$ cat src/rtl/fifo_pkg.sv
// Constants shared by the synchronous FIFO, its stream reader and their benches.
// Also holds the occupancy encoding of the reader's 2-entry output buffer.
package fifo_pkg;

  localparam int FIFO_WIDTH = 8;
  localparam int FIFO_DEPTH = 16;
  localparam int XFER_CNT_W = 16;

  localparam logic [1:0] OCC_0 = 2'd0;
  localparam logic [1:0] OCC_1 = 2'd1;
  localparam logic [1:0] OCC_2 = 2'd2;

  // Entries that will be held once the in-flight read lands and a pending pop retires.
  function automatic logic [2:0] occ_after(input logic [1:0] occ,
                                           input logic       inflight,
                                           input logic       pop);
    return {1'b0, occ} + {2'b00, inflight} - {2'b00, pop};
  endfunction

endpackage

$ cat src/rtl/fifo_stream_skid.sv
// Two-entry in-order buffer: head is always the oldest word and drives the output register.
// Push and pop may happen together; push into a full buffer is ignored unless it pops too.
module fifo_stream_skid
  import fifo_pkg::*;
#(
  parameter int width = FIFO_WIDTH
) (
  input  logic             clk_i,
  input  logic             rst_ni,
  input  logic             push_i,
  input  logic [width-1:0] push_data_i,
  input  logic             pop_i,
  output logic [width-1:0] head_data_o,
  output logic             head_valid_o,
  output logic [1:0]       occ_o
);

  logic [width-1:0] head_q, head_d;
  logic [width-1:0] tail_q, tail_d;
  logic [1:0]       occ_q, occ_d;
  logic             pop_ok, push_ok;

  assign pop_ok  = pop_i & (occ_q != OCC_0);
  assign push_ok = push_i & ((occ_q != OCC_2) | pop_ok);

  always_comb begin
    head_d = head_q;
    tail_d = tail_q;
    occ_d  = occ_q;
    unique case ({push_ok, pop_ok})
      2'b10: begin
        if (occ_q == OCC_0) begin
          head_d = push_data_i;
          occ_d  = OCC_1;
        end else begin
          tail_d = push_data_i;
          occ_d  = OCC_2;
        end
      end
      2'b01: begin
        if (occ_q == OCC_2) begin
          head_d = tail_q;
          occ_d  = OCC_1;
        end else begin
          occ_d  = OCC_0;
        end
      end
      2'b11: begin
        // Occupancy is unchanged: the head advances and the new word takes the tail.
        if (occ_q == OCC_2) begin
          head_d = tail_q;
          tail_d = push_data_i;
        end else begin
          head_d = push_data_i;
        end
      end
      default: ;
    endcase
  end

  always_ff @(posedge clk_i or negedge rst_ni) begin
    if (!rst_ni) begin
      head_q <= '0;
      tail_q <= '0;
      occ_q  <= OCC_0;
    end else begin
      head_q <= head_d;
      tail_q <= tail_d;
      occ_q  <= occ_d;
    end
  end

  assign head_data_o  = head_q;
  assign head_valid_o = (occ_q != OCC_0);
  assign occ_o        = occ_q;

endmodule

$ cat src/rtl/fifo_stream_reader.sv
// Consumer side of the synchronous FIFO: issues r_en, absorbs the one-cycle read latency
// and re-presents the words as a valid/ready stream through a 2-entry buffer.
module fifo_stream_reader
  import fifo_pkg::*;
#(
  parameter int width = FIFO_WIDTH,
  parameter int cnt_w = XFER_CNT_W
) (
  input  logic             clk,
  input  logic             rst,
  input  logic             en,
  input  logic             fifo_empty,
  input  logic [width-1:0] fifo_data,
  output logic             fifo_r_en,
  output logic [width-1:0] m_data,
  output logic             m_valid,
  input  logic             m_ready,
  output logic [cnt_w-1:0] xfer_cnt,
  output logic             busy
);

  // Stream handshake: a word moves when m_valid & m_ready at posedge; m_valid never
  // waits on m_ready, and m_data/m_valid hold steady until that word is taken.
  logic             pop;
  logic             room;
  logic             inflight_q, inflight_d;
  logic [1:0]       occ;
  logic             head_valid;
  logic [width-1:0] head_data;
  logic [cnt_w-1:0] xfer_cnt_q, xfer_cnt_d;

  assign pop  = head_valid & m_ready;
  // A read may only go out if the word it returns is guaranteed a free slot.
  assign room = (occ_after(occ, inflight_q, pop) <= 3'd1);

  always_comb begin
    fifo_r_en  = rst & en & ~fifo_empty & room;
    inflight_d = fifo_r_en;
    xfer_cnt_d = xfer_cnt_q + {{(cnt_w-1){1'b0}}, pop};
  end

  always_ff @(posedge clk or negedge rst) begin
    if (!rst) begin
      inflight_q <= 1'b0;
      xfer_cnt_q <= '0;
    end else begin
      inflight_q <= inflight_d;
      xfer_cnt_q <= xfer_cnt_d;
    end
  end

  fifo_stream_skid #(
    .width (width)
  ) u_skid (
    .clk_i        (clk),
    .rst_ni       (rst),
    .push_i       (inflight_q),
    .push_data_i  (fifo_data),
    .pop_i        (pop),
    .head_data_o  (head_data),
    .head_valid_o (head_valid),
    .occ_o        (occ)
  );

  assign m_data   = head_data;
  assign m_valid  = head_valid;
  assign xfer_cnt = xfer_cnt_q;
  assign busy     = head_valid | inflight_q;

endmodule
$ cat config.mk
export PLATFORM = sky130hd
export DESIGN_NAME = fifo_stream_reader
export DESIGN_NICKNAME = d
export VERILOG_FILES = /design/src/rtl/fifo_pkg.sv /design/src/rtl/fifo_stream_skid.sv /design/src/rtl/fifo_stream_reader.sv
export SDC_FILE = /design/constraint.sdc
export NUM_CORES = 1
export LEC_CHECK = 0
export CORE_MARGIN = 1.5
export CORE_UTILIZATION = 48
export CTS_CLUSTER_SIZE = 16
export DETAILED_ROUTE_END_ITERATION = 6
export PLACE_DENSITY = 0.78
export REMOVE_ABC_BUFFERS = 1
export SYNTH_ARGS = -nofsm -noshare
export SYNTH_HDL_FRONTEND = slang
export SYNTH_SLANG_ARGS = --single-unit
$ cat constraint.sdc
create_clock -name clk -period 2.45 [get_ports clk]
set_input_delay 0.3675 -clock clk [delete_from_list [all_inputs] [get_ports clk]]
set_output_delay 0.3675 -clock clk [all_outputs]
set_load 0.05 [all_outputs]
==> flow_summary.yaml <==
cts:
  path_clk_slew_ns: 0.12
  cts_buffers: 5
  cts_tree: "yes"
  clkSinkCount: 35
  clock_latency_ns: 0.35
  cts_buffer_depth: 2
  cts-root-buf: "clkbuf_4"
  htreeDepth: 2
  cts_hold_buf: 0
hold_path:
  hp-class: "input port to asynchronous set/reset pin"
run_status:
  failed_checks: "setup timing"
  status: "complete, but fails checks"
worst_setup_path:
  rrSetupSlack_ns: 0.13
  cp-endpoint: "fifo_r_en"
  crit_type: "flip-flop to primary output"
  crit_fanout: 3
  r2r_cells: 12
  endpoint_kind: "primary output"
  worstSetupStartpointType: "flip-flop"
  worstPathArrival_ns: 2.19
  reg2reg_from: "u_skid.occ_o[1]"
  cp_data_required_time_ns: 2.08
  startpoint: "u_skid.occ_o[0]"
  rr_endpoint: "inflight_q"
power_and_ir_drop:
  power.leakage_nw: 1.06
  power_mw: 1.83
  power_density_nw_per_um2: 836
  peakVddDrop_mv: 0.756
placement:
  gp_congestion: 0.745
  dp_hpwl_microns: 2300
  io_buffers: 39
sta:
  drv_slew: 0
  period_minus_slack_ns: 2.56
  hold_ws_ns: 0.467
  finalHoldViolCount: 0
  post-route-period-util_pct: 104
  rsz0062_at_grt: "yes"
  fin_ws_ns: -0.105
  fin_skew_ns: 0.0157
  tightest_slew_ns: 0.593
  max_freq_mhz: 391
  slew_headroom_pct: 60.5
  final-setup-viol-count: 1
die:
  start_util_pct: 51.2
  die_area_sq_um: 3670
  fp.dieH_microns: 60.6
  fp-row-count: 20
  coreArea_sq_um: 3100
  dieWidth_microns: 60.6
  io_pins: 40
synthesis:
  ys_ff_latch: 35
  synth.avg_cell_area_sq_um: 12.0
  ys_types: 31
  yosysWarnings: 0
  yosysSeqAreaShare_pct: 55.1
  synth.cell_area_sq_um: 1590
  syn_inst: 132
cells_and_area:
  layout.nets: 203
  most-common-layout-cells: "clkdlybuf4s50_1 (36), dfrtp_1 (35), nand2_1 (12), buf_4 (12), xnor2_1 (11)"
  layout_commonest_cell: "clkdlybuf4s50_1"
  syn_to_final_growth_pct: 38.0
  antenna_cells: 0
  drive_above_1_share_pct: 16.5
  utilization_pct: 70.7
route:
  num_vias: 1184
  wl_per_cell_microns: 14.2
  final_antenna_net_count: 0
  dr.pass1.iters: 4
  via_per_inst: 5.10
  drt_iter0_markers: 27
  drc: 0
  routed_wl_microns: 3280
global_route:
  antenna_found_initial: 0
  grt_overflow_total: 0
  grt_pass1_vias: 1260
  gr-usage-all-layers_pct: 21.3
  grt_pass1_wl_microns: 5630
  grt_max_degree: 36
job:
  cap_violations: 0
worst max-delay path, stage by stage, from the launching register on:
cell and delay [ns]:
dfrtp_1 0.40, and3b_1 0.23, or2_4 0.14, ha_4 0.12, inv_2 0.03, fa_1 0.47, nand4b_1 0.11, nor2_2 0.19
buf_12 0.16
where the power goes:
part           internal [mW]  switching (mW)
Clock                  0.109           0.205
Sequential             0.702          0.0980
Combinational          0.260           0.460
how the worst min path moves through the flow:
stage / slack (ns) / from / cells after the start / endpoint
2_1_floorplan: 0.07 / rst / 0 / inflight_q
3_3_place_gp: 0.46 / xfer_cnt[15] / 1 / xfer_cnt[15]
3_5_place_dp: 0.47 / u_skid.head_data_o[7] / 2 / u_skid.head_data_o[7]
4_1_cts: 0.48 / rst / 2 / u_skid.head_data_o[2]
5_1_grt: 0.48 / rst / 2 / u_skid.head_data_o[2]
6_report: 0.47 / rst / 2 / u_skid.head_data_o[2]
registers in the layout, summed over array words and instances (netlist names):
| signal | flops |
|---|---|
| inflight_q | 1 |
| u_skid.head_data_o | 8 |
| u_skid.occ_o | 2 |
| u_skid.tail_q | 8 |
| xfer_cnt | 16 |
metrics by stage:
step | setup TNS (ns) | std cells | cell area [sq um] | setup slack (ns)
2_1_floorplan | -0.303 | 129 | 1580 | -0.234
6_report | -0.105 | 232 | 2190 | -0.105
5_1_grt | -0.244 | 232 | 2190 | -0.244
3_5_place_dp | -0.271 | 218 | 2080 | -0.271
3_3_place_gp | -0.185 | 218 | 2080 | -0.185
4_1_cts | -0.117 | 231 | 2180 | -0.117
per-layer routing:
layer / up-vias / part of all wire (%) / GRT usage (%)
li1: 565 / - / -
met1: 576 / 42 / 23.8
met2: 38 / 51 / 37.6
met3: 5 / 5.8 / 7.89
met4: 0 / 1.4 / 6.52
met5: - / 0 / 0
cell type report:
cell class | count | area (sq um)
clock buffers | 5 | 37.5
clock inverters | 3 | 20.0
fillers | 277 | 908
inverters | 3 | 11.3
multi-input cells | 91 | 703
flip-flops and latches | 35 | 876
well taps | 44 | 55.1
repair buffers | 51 | 492
cells by family after synthesis:
| group | count (synthesis) | share of synthesized area, % |
|---|---|---|
| xor+xnor | 16 | 8.81 |
| compound gates | 15 | 6.37 |
| mux | 16 | 10.7 |
| buf+inv | 6 | 1.65 |
| simple gates | 41 | 14.6 |
| fa+ha+maj | 3 | 2.83 |
| flops | 35 | 55.1 |
cells in the mapped netlist (all sizes together):
library cell | instances | area (sq um)
nor3 | 1 | 5.00
or2 | 2 | 15.0
and3b | 1 | 8.76
o211ai | 1 | 12.5
dfrtp | 35 | 876
nor2b | 3 | 18.8
or3 | 1 | 6.26
buf | 2 | 10.0
o21bai | 1 | 7.51
nand3 | 8 | 40.0
nand4b | 1 | 8.76
a31oi | 1 | 6.26
o21ai | 11 | 66.3
ha | 2 | 25.0
xnor2 | 11 | 96.3
a21oi | 1 | 8.76
clkbuf | 1 | 5.00
nor2 | 3 | 11.3
and3 | 2 | 12.5
xor2 | 5 | 43.8
and4 | 2 | 17.5
nor4 | 1 | 12.5
fa | 1 | 20.0
mux2i | 8 | 80.1
mux2 | 8 | 90.1
nand2 | 13 | 56.3
nand4 | 3 | 18.8
inv | 3 | 11.3
what timing repair did:
| item | 4_1_cts | 5_1_grt |
|---|---|---|
| pin swaps | 4 | 3 |
| endpoints found under the hold margin | 0 | 0 |
| resized for setup | 5 | 1 |
| cloned | 0 | 0 |
| buffers inserted | 5 | 1 |
| endpoints found under the setup margin | 1 | 2 |
(Power assumes the default switching activity.)
